## src/rtl/fp16b_accum_seq_if.sv

```systemverilog
// Stream, datapath and result signals of the bf16 group accumulator.
// The accumulator uses the slave view; its environment uses the master view.
interface fp16b_accum_seq_if #(
  parameter int CNT_W = 16
);
  logic             in_valid;
  logic             in_ready;
  logic [15:0]      in_data;
  logic             in_sub;
  logic             in_last;
  logic [15:0]      add_x;
  logic [15:0]      add_y;
  logic             add_sub;
  logic             add_issue;
  logic [15:0]      add_res;
  logic             add_res_valid;
  logic             out_valid;
  logic             out_ready;
  logic [15:0]      out_data;
  logic [CNT_W-1:0] out_count;
  logic             err;

  modport slave (
    input  in_valid, in_data, in_sub, in_last, add_res, add_res_valid, out_ready,
    output in_ready, add_x, add_y, add_sub, add_issue, out_valid, out_data, out_count, err
  );

  modport master (
    output in_valid, in_data, in_sub, in_last, add_res, add_res_valid, out_ready,
    input  in_ready, add_x, add_y, add_sub, add_issue, out_valid, out_data, out_count, err
  );
endinterface

```

## src/rtl/fp16b_accum_seq.sv

```systemverilog
// Sequential bf16 group accumulator: issues running-sum add/sub ops to an external
// fixed-latency datapath, waits for each result, and emits one sum per group.
module fp16b_accum_seq #(
  parameter int TIMEOUT = 64,
  parameter int CNT_W   = 16
) (
  input logic              clk,
  input logic              rst,
  fp16b_accum_seq_if.slave bus
);
  localparam int TMO_W = $clog2(TIMEOUT + 1);

  typedef enum logic [2:0] {
    S_IDLE  = 3'd0,
    S_ACC   = 3'd1,
    S_ISSUE = 3'd2,
    S_WAIT  = 3'd3,
    S_DONE  = 3'd4
  } state_t;

  state_t           r_state;
  state_t           w_next;
  logic [15:0]      r_acc;
  logic [15:0]      w_acc_next;
  logic [CNT_W-1:0] r_cnt;
  logic [CNT_W-1:0] w_cnt_next;
  logic [TMO_W-1:0] r_tmo;
  logic             r_last;
  logic             w_accept;
  logic             w_tmo_hit;
  logic             r_in_ready;
  logic             r_add_issue;
  logic             r_add_sub;
  logic [15:0]      r_add_x;
  logic [15:0]      r_add_y;
  logic             r_out_valid;
  logic [15:0]      r_out_data;
  logic [CNT_W-1:0] r_out_count;
  logic             r_err;

  // State register.
  always_ff @(posedge clk or negedge rst) begin
    if (!rst) begin
      r_state <= S_IDLE;
    end else begin
      r_state <= w_next;
    end
  end

  // Next state plus next accumulator/count values.
  always_comb begin
    w_next     = r_state;
    w_acc_next = r_acc;
    w_cnt_next = r_cnt;
    w_tmo_hit  = 1'b0;
    w_accept   = bus.in_valid & r_in_ready;
    case (r_state)
      S_IDLE: begin
        if (w_accept) begin
          w_acc_next = bus.in_data;
          w_cnt_next = CNT_W'(1);
          w_next     = bus.in_last ? S_DONE : S_ACC;
        end else begin
          w_next = S_IDLE;
        end
      end
      S_ACC: begin
        if (w_accept) begin
          w_cnt_next = (&r_cnt) ? r_cnt : r_cnt + CNT_W'(1);
          w_next     = S_ISSUE;
        end else begin
          w_next = S_ACC;
        end
      end
      S_ISSUE: begin
        w_next = S_WAIT;
      end
      S_WAIT: begin
        // A result arriving on the timeout cycle wins over the timeout.
        if (bus.add_res_valid) begin
          w_acc_next = bus.add_res;
          w_next     = r_last ? S_DONE : S_ACC;
        end else if (r_tmo == TMO_W'(TIMEOUT - 1)) begin
          w_tmo_hit = 1'b1;
          w_next    = r_last ? S_DONE : S_ACC;
        end else begin
          w_next = S_WAIT;
        end
      end
      S_DONE: begin
        if (bus.out_ready & r_out_valid) begin
          w_cnt_next = {CNT_W{1'b0}};
          w_next     = S_IDLE;
        end else begin
          w_next = S_DONE;
        end
      end
      default: begin
        w_next = S_IDLE;
      end
    endcase
  end

  // Datapath state and outputs, all registered from the next-state decode.
  always_ff @(posedge clk or negedge rst) begin
    if (!rst) begin
      r_acc       <= 16'h0000;
      r_cnt       <= {CNT_W{1'b0}};
      r_tmo       <= {TMO_W{1'b0}};
      r_last      <= 1'b0;
      r_in_ready  <= 1'b0;
      r_add_issue <= 1'b0;
      r_add_sub   <= 1'b0;
      r_add_x     <= 16'h0000;
      r_add_y     <= 16'h0000;
      r_out_valid <= 1'b0;
      r_out_data  <= 16'h0000;
      r_out_count <= {CNT_W{1'b0}};
      r_err       <= 1'b0;
    end else begin
      r_acc       <= w_acc_next;
      r_cnt       <= w_cnt_next;
      r_in_ready  <= (w_next == S_IDLE) || (w_next == S_ACC);
      r_add_issue <= (w_next == S_ISSUE);
      r_out_valid <= (w_next == S_DONE);
      if ((r_state == S_ACC) && w_accept) begin
        r_add_x   <= r_acc;
        r_add_y   <= bus.in_data;
        r_add_sub <= bus.in_sub;
        r_last    <= bus.in_last;
      end
      if (r_state == S_ISSUE) begin
        r_tmo <= {TMO_W{1'b0}};
      end else if (r_state == S_WAIT) begin
        r_tmo <= r_tmo + TMO_W'(1);
      end
      if (w_next == S_DONE) begin
        r_out_data  <= w_acc_next;
        r_out_count <= w_cnt_next;
      end
      if (w_tmo_hit) begin
        r_err <= 1'b1;
      end
    end
  end

  assign bus.in_ready  = r_in_ready;
  assign bus.add_issue = r_add_issue;
  assign bus.add_x     = r_add_x;
  assign bus.add_y     = r_add_y;
  assign bus.add_sub   = r_add_sub;
  assign bus.out_valid = r_out_valid;
  assign bus.out_data  = r_out_data;
  assign bus.out_count = r_out_count;
  assign bus.err       = r_err;
endmodule

```

## src/flat_wrapper.sv

```systemverilog
// flat-port wrapper written by rule: the top's interface ports become plain ports
module fp16b_accum_seq_flat 
#(
  parameter int TIMEOUT = 64,
  parameter int CNT_W   = 16
)
  (clk, rst, bus_in_valid, bus_in_data, bus_in_sub, bus_in_last, bus_add_res, bus_add_res_valid, bus_out_ready, bus_in_ready, bus_add_x, bus_add_y, bus_add_sub, bus_add_issue, bus_out_valid, bus_out_data, bus_out_count, bus_err);
  fp16b_accum_seq_if #(.CNT_W(CNT_W)) bus_i ();
  input logic clk;
  input logic rst;
  input wire logic [$bits(bus_i.in_valid)-1:0] bus_in_valid;
  input wire logic [$bits(bus_i.in_data)-1:0] bus_in_data;
  input wire logic [$bits(bus_i.in_sub)-1:0] bus_in_sub;
  input wire logic [$bits(bus_i.in_last)-1:0] bus_in_last;
  input wire logic [$bits(bus_i.add_res)-1:0] bus_add_res;
  input wire logic [$bits(bus_i.add_res_valid)-1:0] bus_add_res_valid;
  input wire logic [$bits(bus_i.out_ready)-1:0] bus_out_ready;
  output wire logic [$bits(bus_i.in_ready)-1:0] bus_in_ready;
  output wire logic [$bits(bus_i.add_x)-1:0] bus_add_x;
  output wire logic [$bits(bus_i.add_y)-1:0] bus_add_y;
  output wire logic [$bits(bus_i.add_sub)-1:0] bus_add_sub;
  output wire logic [$bits(bus_i.add_issue)-1:0] bus_add_issue;
  output wire logic [$bits(bus_i.out_valid)-1:0] bus_out_valid;
  output wire logic [$bits(bus_i.out_data)-1:0] bus_out_data;
  output wire logic [$bits(bus_i.out_count)-1:0] bus_out_count;
  output wire logic [$bits(bus_i.err)-1:0] bus_err;
  assign bus_i.in_valid = bus_in_valid;
  assign bus_i.in_data = bus_in_data;
  assign bus_i.in_sub = bus_in_sub;
  assign bus_i.in_last = bus_in_last;
  assign bus_i.add_res = bus_add_res;
  assign bus_i.add_res_valid = bus_add_res_valid;
  assign bus_i.out_ready = bus_out_ready;
  assign bus_in_ready = bus_i.in_ready;
  assign bus_add_x = bus_i.add_x;
  assign bus_add_y = bus_i.add_y;
  assign bus_add_sub = bus_i.add_sub;
  assign bus_add_issue = bus_i.add_issue;
  assign bus_out_valid = bus_i.out_valid;
  assign bus_out_data = bus_i.out_data;
  assign bus_out_count = bus_i.out_count;
  assign bus_err = bus_i.err;
  fp16b_accum_seq #(.TIMEOUT(TIMEOUT), .CNT_W(CNT_W)) u_core (.clk(clk), .rst(rst), .bus(bus_i));
endmodule
```

## config.mk

```make
export PLATFORM = sky130hd
export DESIGN_NAME = fp16b_accum_seq_flat
export DESIGN_NICKNAME = d
export VERILOG_FILES = /design/src/rtl/fp16b_accum_seq_if.sv /design/src/rtl/fp16b_accum_seq.sv /design/src/flat_wrapper.sv
export SDC_FILE = /design/constraint.sdc
export NUM_CORES = 1
export LEC_CHECK = 0
export BUFFER_PORTS_ARGS = -buffer_cell sky130_fd_sc_hd__buf_2
export CORE_AREA = 2 2 104 106
export CTS_CLUSTER_DIAMETER = 150
export CTS_CLUSTER_SIZE = 20
export DETAILED_ROUTE_END_ITERATION = 7
export DIE_AREA = 0 0 106 108
export PLACE_DENSITY = 0.82
export SETUP_SLACK_MARGIN = 0.4
export SLEW_MARGIN = 10
export SYNTH_ARGS = -nofsm -noshare
export SYNTH_HDL_FRONTEND = slang
export SYNTH_SLANG_ARGS = --single-unit
```

## constraint.sdc

```tcl
create_clock -name clk -period 1.95 [get_ports clk]
set_input_delay 0.39 -clock clk [delete_from_list [all_inputs] [get_ports clk]]
set_output_delay 0.39 -clock clk [all_outputs]
set_load 0.05 [all_outputs]
```

Yosys cells after proc, flatten, opt, wreduce, memory -nomap -nowiden
Index checks and enable logic that the tools add are counted.

Bitwise operators: 2. Reduce and logical (&&, ||, !) cells: 6. Equal/unequal tests: 8. Add/sub/neg operators: 2. Muxes and demuxes: 21.

Operators by type and width (number): $mux W16 (6); $pmux W16 S3 (1); $pmux W16 S2 (1); $mux W3 (6); $add A16 B1 Y16 const B (1); $reduce_and A16 Y1 (1); $pmux W3 S5 (1); $mux W7 (2); $eq A3 B2 Y1 const B (3); $add A7 B1 Y7 const B (1); $eq A7 B6 Y1 const B (1); $eq A3 B1 Y1 const B (2); $eq A3 B3 Y1 const B (2); $logic_not A3 Y1 (2); $mux W1 (3); $and A1 B1 Y1 (2); $mux W2 (1); $reduce_bool A2 Y1 (1); $logic_and A1 B1 Y1 (1); $logic_or A1 B1 Y1 (1).

Word-level logic and storage cells: 53. Bits in registers: 112. Output and inout bits: 69.

Logic depth before layout (Yosys ltp)
Depth after elaboration: 6. Gate-level depth with buffers: 8. Gate-level depth less buffers: 7.

Worst setup path after synthesis
Ideal clock, no wire load.

Kind: reg-to-reg. Start: reg u_core.r_in_ready, in the netlist u_core.bus.in_ready. End: reg u_core.r_out_data[5], in the netlist u_core.bus.out_data[5]. Stages on the path, launching flop included: 7. Path buffers: 1. Arrival: 1.999 ns. Path slack: -0.175 ns. Cells stage by stage: dfrtp_1 nand2_1 nor4_4 nor2_4 buf_6 a21o_1 mux2_4.

Elaborated cells between the ends (all ways): 7. Classes of those cells: eq/ne: 1; mux: 5; bitwise: 1.

RTL lines: start: declaration (line fp16b_accum_seq.sv:31) `logic r_in_ready;`; start signal: assignment (line fp16b_accum_seq.sv:123) `r_in_ready <= (w_next == S_IDLE) || (w_next == S_ACC);`; $and A1 B1 Y1 (line fp16b_accum_seq.sv:56) `w_accept = bus.in_valid & r_in_ready;`; $mux W16 (line fp16b_accum_seq.sv:59) `if (w_accept) begin`; $pmux W16 S2 (line fp16b_accum_seq.sv:57) `case (r_state)`; via u_core.w_acc_next[5] (line fp16b_accum_seq.sv:24) `logic [15:0] w_acc_next;`; end signal: assignment (line fp16b_accum_seq.sv:138) `r_out_data <= w_acc_next;`; end: declaration (line fp16b_accum_seq.sv:37) `logic [15:0] r_out_data;`.

The timed path passes the listed nets, and every way through them passes these cells. A chain may end at the register's enable or synchronous reset.

Worst setup path in the final report
Start: reg u_core.r_tmo[4]. End: reg u_core.r_out_data[6], in the netlist u_core.bus.out_data[6].

Word-level cells in the longest chain between the ends: 5.

RTL lines: start: declaration (line fp16b_accum_seq.sv:27) `logic [TMO_W-1:0] r_tmo;`; start signal: assignment (line fp16b_accum_seq.sv:109) `r_tmo <= {TMO_W{1'b0}};`; start signal: assignment (line fp16b_accum_seq.sv:133) `r_tmo <= {TMO_W{1'b0}};`; start signal: assignment (line fp16b_accum_seq.sv:135) `r_tmo <= r_tmo + TMO_W'(1);`; $eq A7 B6 Y1 (line fp16b_accum_seq.sv:83) `end else if (r_tmo == TMO_W'(TIMEOUT - 1)) begin`; $mux W3 (line fp16b_accum_seq.sv:83); $mux W3 (line fp16b_accum_seq.sv:80) `if (bus.add_res_valid) begin`; $pmux W3 S5 (line fp16b_accum_seq.sv:57); $eq A3 B3 Y1 (line fp16b_accum_seq.sv:137) `if (w_next == S_DONE) begin`.

Every way passes these cells.

==> results.json <==
{
  "cp.required_ns": 2.22,
  "ir_drop_mv": 1.21,
  "fin_setup_tns_ns": -0.116,
  "die_w_um": 106,
  "outcome": "complete, but fails checks",
  "syn_nets": 434,
  "placed_cells": 653,
  "finalWorstSetupSlack_ns": -0.0138,
  "grt_pass1_wl_um": 21800,
  "avgSynthCellArea_um2": 12.7,
  "drt_iter0_drc": 470,
  "grt_max_degree": 43,
  "antennaDiodeCount": 0,
  "die_area_um2": 11400,
  "wl_per_cell_um": 23.0,
  "skew_ns": 0.0167,
  "grt_pass1_vias": 4195,
  "reg2regPathDepth": 7,
  "critPathMaxFanout": 10,
  "violations": "setup timing",
  "synth-seq-area-share": 0.564,
  "worst_slew_pin_slew_ns": 0.590,
  "period_minus_slack_ns": 1.96,
  "drt_wl_total_um": 16600,
  "drc": 0,
  "power_density_nw_per_um2": 1810,
  "ys_async_sr_fraction": 1.00,
  "drive_above_1_share": 0.606,
  "rr_startpoint": "u_core.r_tmo[4]",
  "clk_path_buf_depth": 2,
  "htreeDepth": 3,
  "port_buffers": 107,
  "io-pin-count": 108,
  "finalHoldViolCount": 0,
  "vias": 4423,
  "rrSetupSlack_ns": -0.01,
  "netlist_instances": 393,
  "synth_seq_cells": 112,
  "finalCritPeriodShare": 1.01,
  "met3_usage": 0.0362,
  "drv_cap": 0,
  "finalMaxSlewViolations": 0,
  "critical_path_class": "flip-flop to flip-flop",
  "power.leakage_nw": 3.49,
  "max_freq_ghz": 0.509,
  "end_kind": "flip-flop",
  "clock_latency_ns": 0.39,
  "yosys_most_used_dff": "dfrtp_1",
  "dp_slack_ns": 0.0294,
  "netlist_area_um2": 4970,
  "rows": 37,
  "final_util": 0.710,
  "initial_core_util": 0.486,
  "timing.hold.ws_ns": 0.00304,
  "dpl.hpwl_um": 8350,
  "rsz0062_at_grt": "yes",
  "overflow": 0,
  "final_cell_mix": "buf_2, dfrtp_1, buf_4",
  "startpoint_type": "flip-flop",
  "setup_viol": 17,
  "core_area_um2": 10200,
  "fp.dieH_um": 108,
  "synth_cell_type_count": 59,
  "min_path_type": "primary input to async pin",
  "cts.sinks": 112,
  "startpoint": "u_core.r_tmo[4]",
  "path_clk_slew_ns": 0.11,
  "fin_nets": 622,
  "tritoncts": "done",
  "synth-edff-count": 0,
  "met1_usage": 0.324,
  "gp_congestion": 0.896,
  "via_per_inst": 6.13,
  "use_met2": 0.402,
  "drtPass1Iterations": 5,
  "cts_buffers": 9,
  "busiest_layer": "met2",
  "r2r-end": "u_core.bus.out_data[6]",
  "yosysWarnings": 0,
  "grt_antenna_before_repair": 0,
  "grt_use_total": 0.243,
  "crit_arrival_ns": 2.24,
  "slew_headroom": 0.607,
  "drtAntennaViolNets": 0,
  "clockRootBuffer": "clkbuf_8",
  "area_delta_synth_final_pct": 46.1,
  "fin_cells": 722
}
==> worst max-delay path by stage <==
| stage | to | depth (start not counted) |
|---|---|---|
| final | u_core.bus.out_data[6] | 7 |
| after global routing | u_core.bus.out_count[2] | 7 |
| after CTS | u_core.bus.out_data[12] | 8 |
| after detailed placement | u_core.r_cnt[15] | 6 |
| after global placement | u_core.r_cnt[15] | 6 |
| after floorplan | u_core.bus.out_data[0] | 7 |
==> layer usage <==
layer  routed length [um]  part of all wire
met1                 6460              0.39
met4                  687             0.041
met5                    0                 0
met2                 8330              0.50
met3                 1150             0.069
==> worst max-delay path, cell delays in order, from the launching register on <==
cell     delay (ns)
dfrtp_1        0.46
nand2_1        0.20
o31ai_4        0.36
a32oi_4        0.16
inv_4          0.11
buf_12         0.11
buf_12         0.14
mux2_4         0.31
==> power by group <==
group	switching (mW)	internal, mW
Combinational	4.67	3.15
Sequential	0.673	3.19
Clock	0.893	0.546
==> cell usage after synthesis, drive strengths merged, types with 2 or more instances <==
master,count,area share
a211oi,2,0.0040
a21o,17,0.026
a21oi,7,0.0070
a22o,20,0.035
a31oi,5,0.0063
a41oi,3,0.0053
and2,3,0.0038
and3,2,0.0025
and4,4,0.0070
buf,16,0.022
clkbuf,5,0.0038
dfrtp,112,0.56
ha,2,0.0050
inv,7,0.0053
mux2,58,0.14
mux2i,2,0.0040
nand2,29,0.023
nand2b,2,0.0025
nand3,16,0.016
nand4,3,0.0038
nor2,17,0.014
nor2b,3,0.0038
nor3,6,0.0093
nor3b,2,0.0053
nor4,4,0.0093
o211ai,3,0.0045
o21ai,18,0.018
o311ai,6,0.011
o31ai,4,0.0070
o41ai,2,0.0035
or3,2,0.0025
==> per-stage QoR <==
stage                     area [um^2]  total power, mW
after floorplan                  5130             8.19
after global placement           6010             9.42
after detailed placement         6010             9.62
after CTS                        6950             12.3
after global routing             7270             13.5
final                            7270             13.1
==> registers in the layout, summed over array words and instances (netlist names) <==
| register | cells |
|---|---|
| u_core.bus.add_issue | 1 |
| u_core.bus.add_x | 16 |
| u_core.bus.in_ready | 1 |
| u_core.bus.out_data | 16 |
| u_core.bus.add_y | 16 |
| u_core.r_acc | 16 |
| u_core.bus.err | 1 |
| u_core.r_last | 1 |
| u_core.bus.add_sub | 1 |
| u_core.r_state | 3 |
| u_core.bus.out_valid | 1 |
| u_core.r_cnt | 16 |
| u_core.r_tmo | 7 |
| u_core.bus.out_count | 16 |
==> timing repair <==
item / 4_1_cts / 5_1_grt
hold buffers: 0 / 0
resized for setup: 86 / 47
gates cloned: 5 / 0
setup buffers: 33 / 15
pin swaps: 30 / 30
endpoints found under the setup margin: 89 / 97
==> final cells by class <==
| type | count | area (um^2) |
|---|---|---|
| Tap cell | 136 | 170 |
| Multi-Input combinational cell | 253 | 2520 |
| Fill cell | 591 | 2960 |
| Timing Repair Buffer | 197 | 1520 |
| Clock inverter | 6 | 70.1 |
| Inverter | 8 | 41.3 |
| Sequential cell | 112 | 2810 |
| Clock buffer | 10 | 138 |
==> logic make-up (layout without fill, tap and decap cells) <==
family	after synthesis	after routing	synth area share
AO/OA/AOI/OAI	93	94	0.146
adder cells (fa/ha/maj)	2	2	0.00503
buffers and inverters	29	221	0.0319
flip-flops	112	112	0.564
multiplexers	60	60	0.143
AND/OR/NAND/NOR	97	97	0.111
Power figures use the tool's default switching activity.
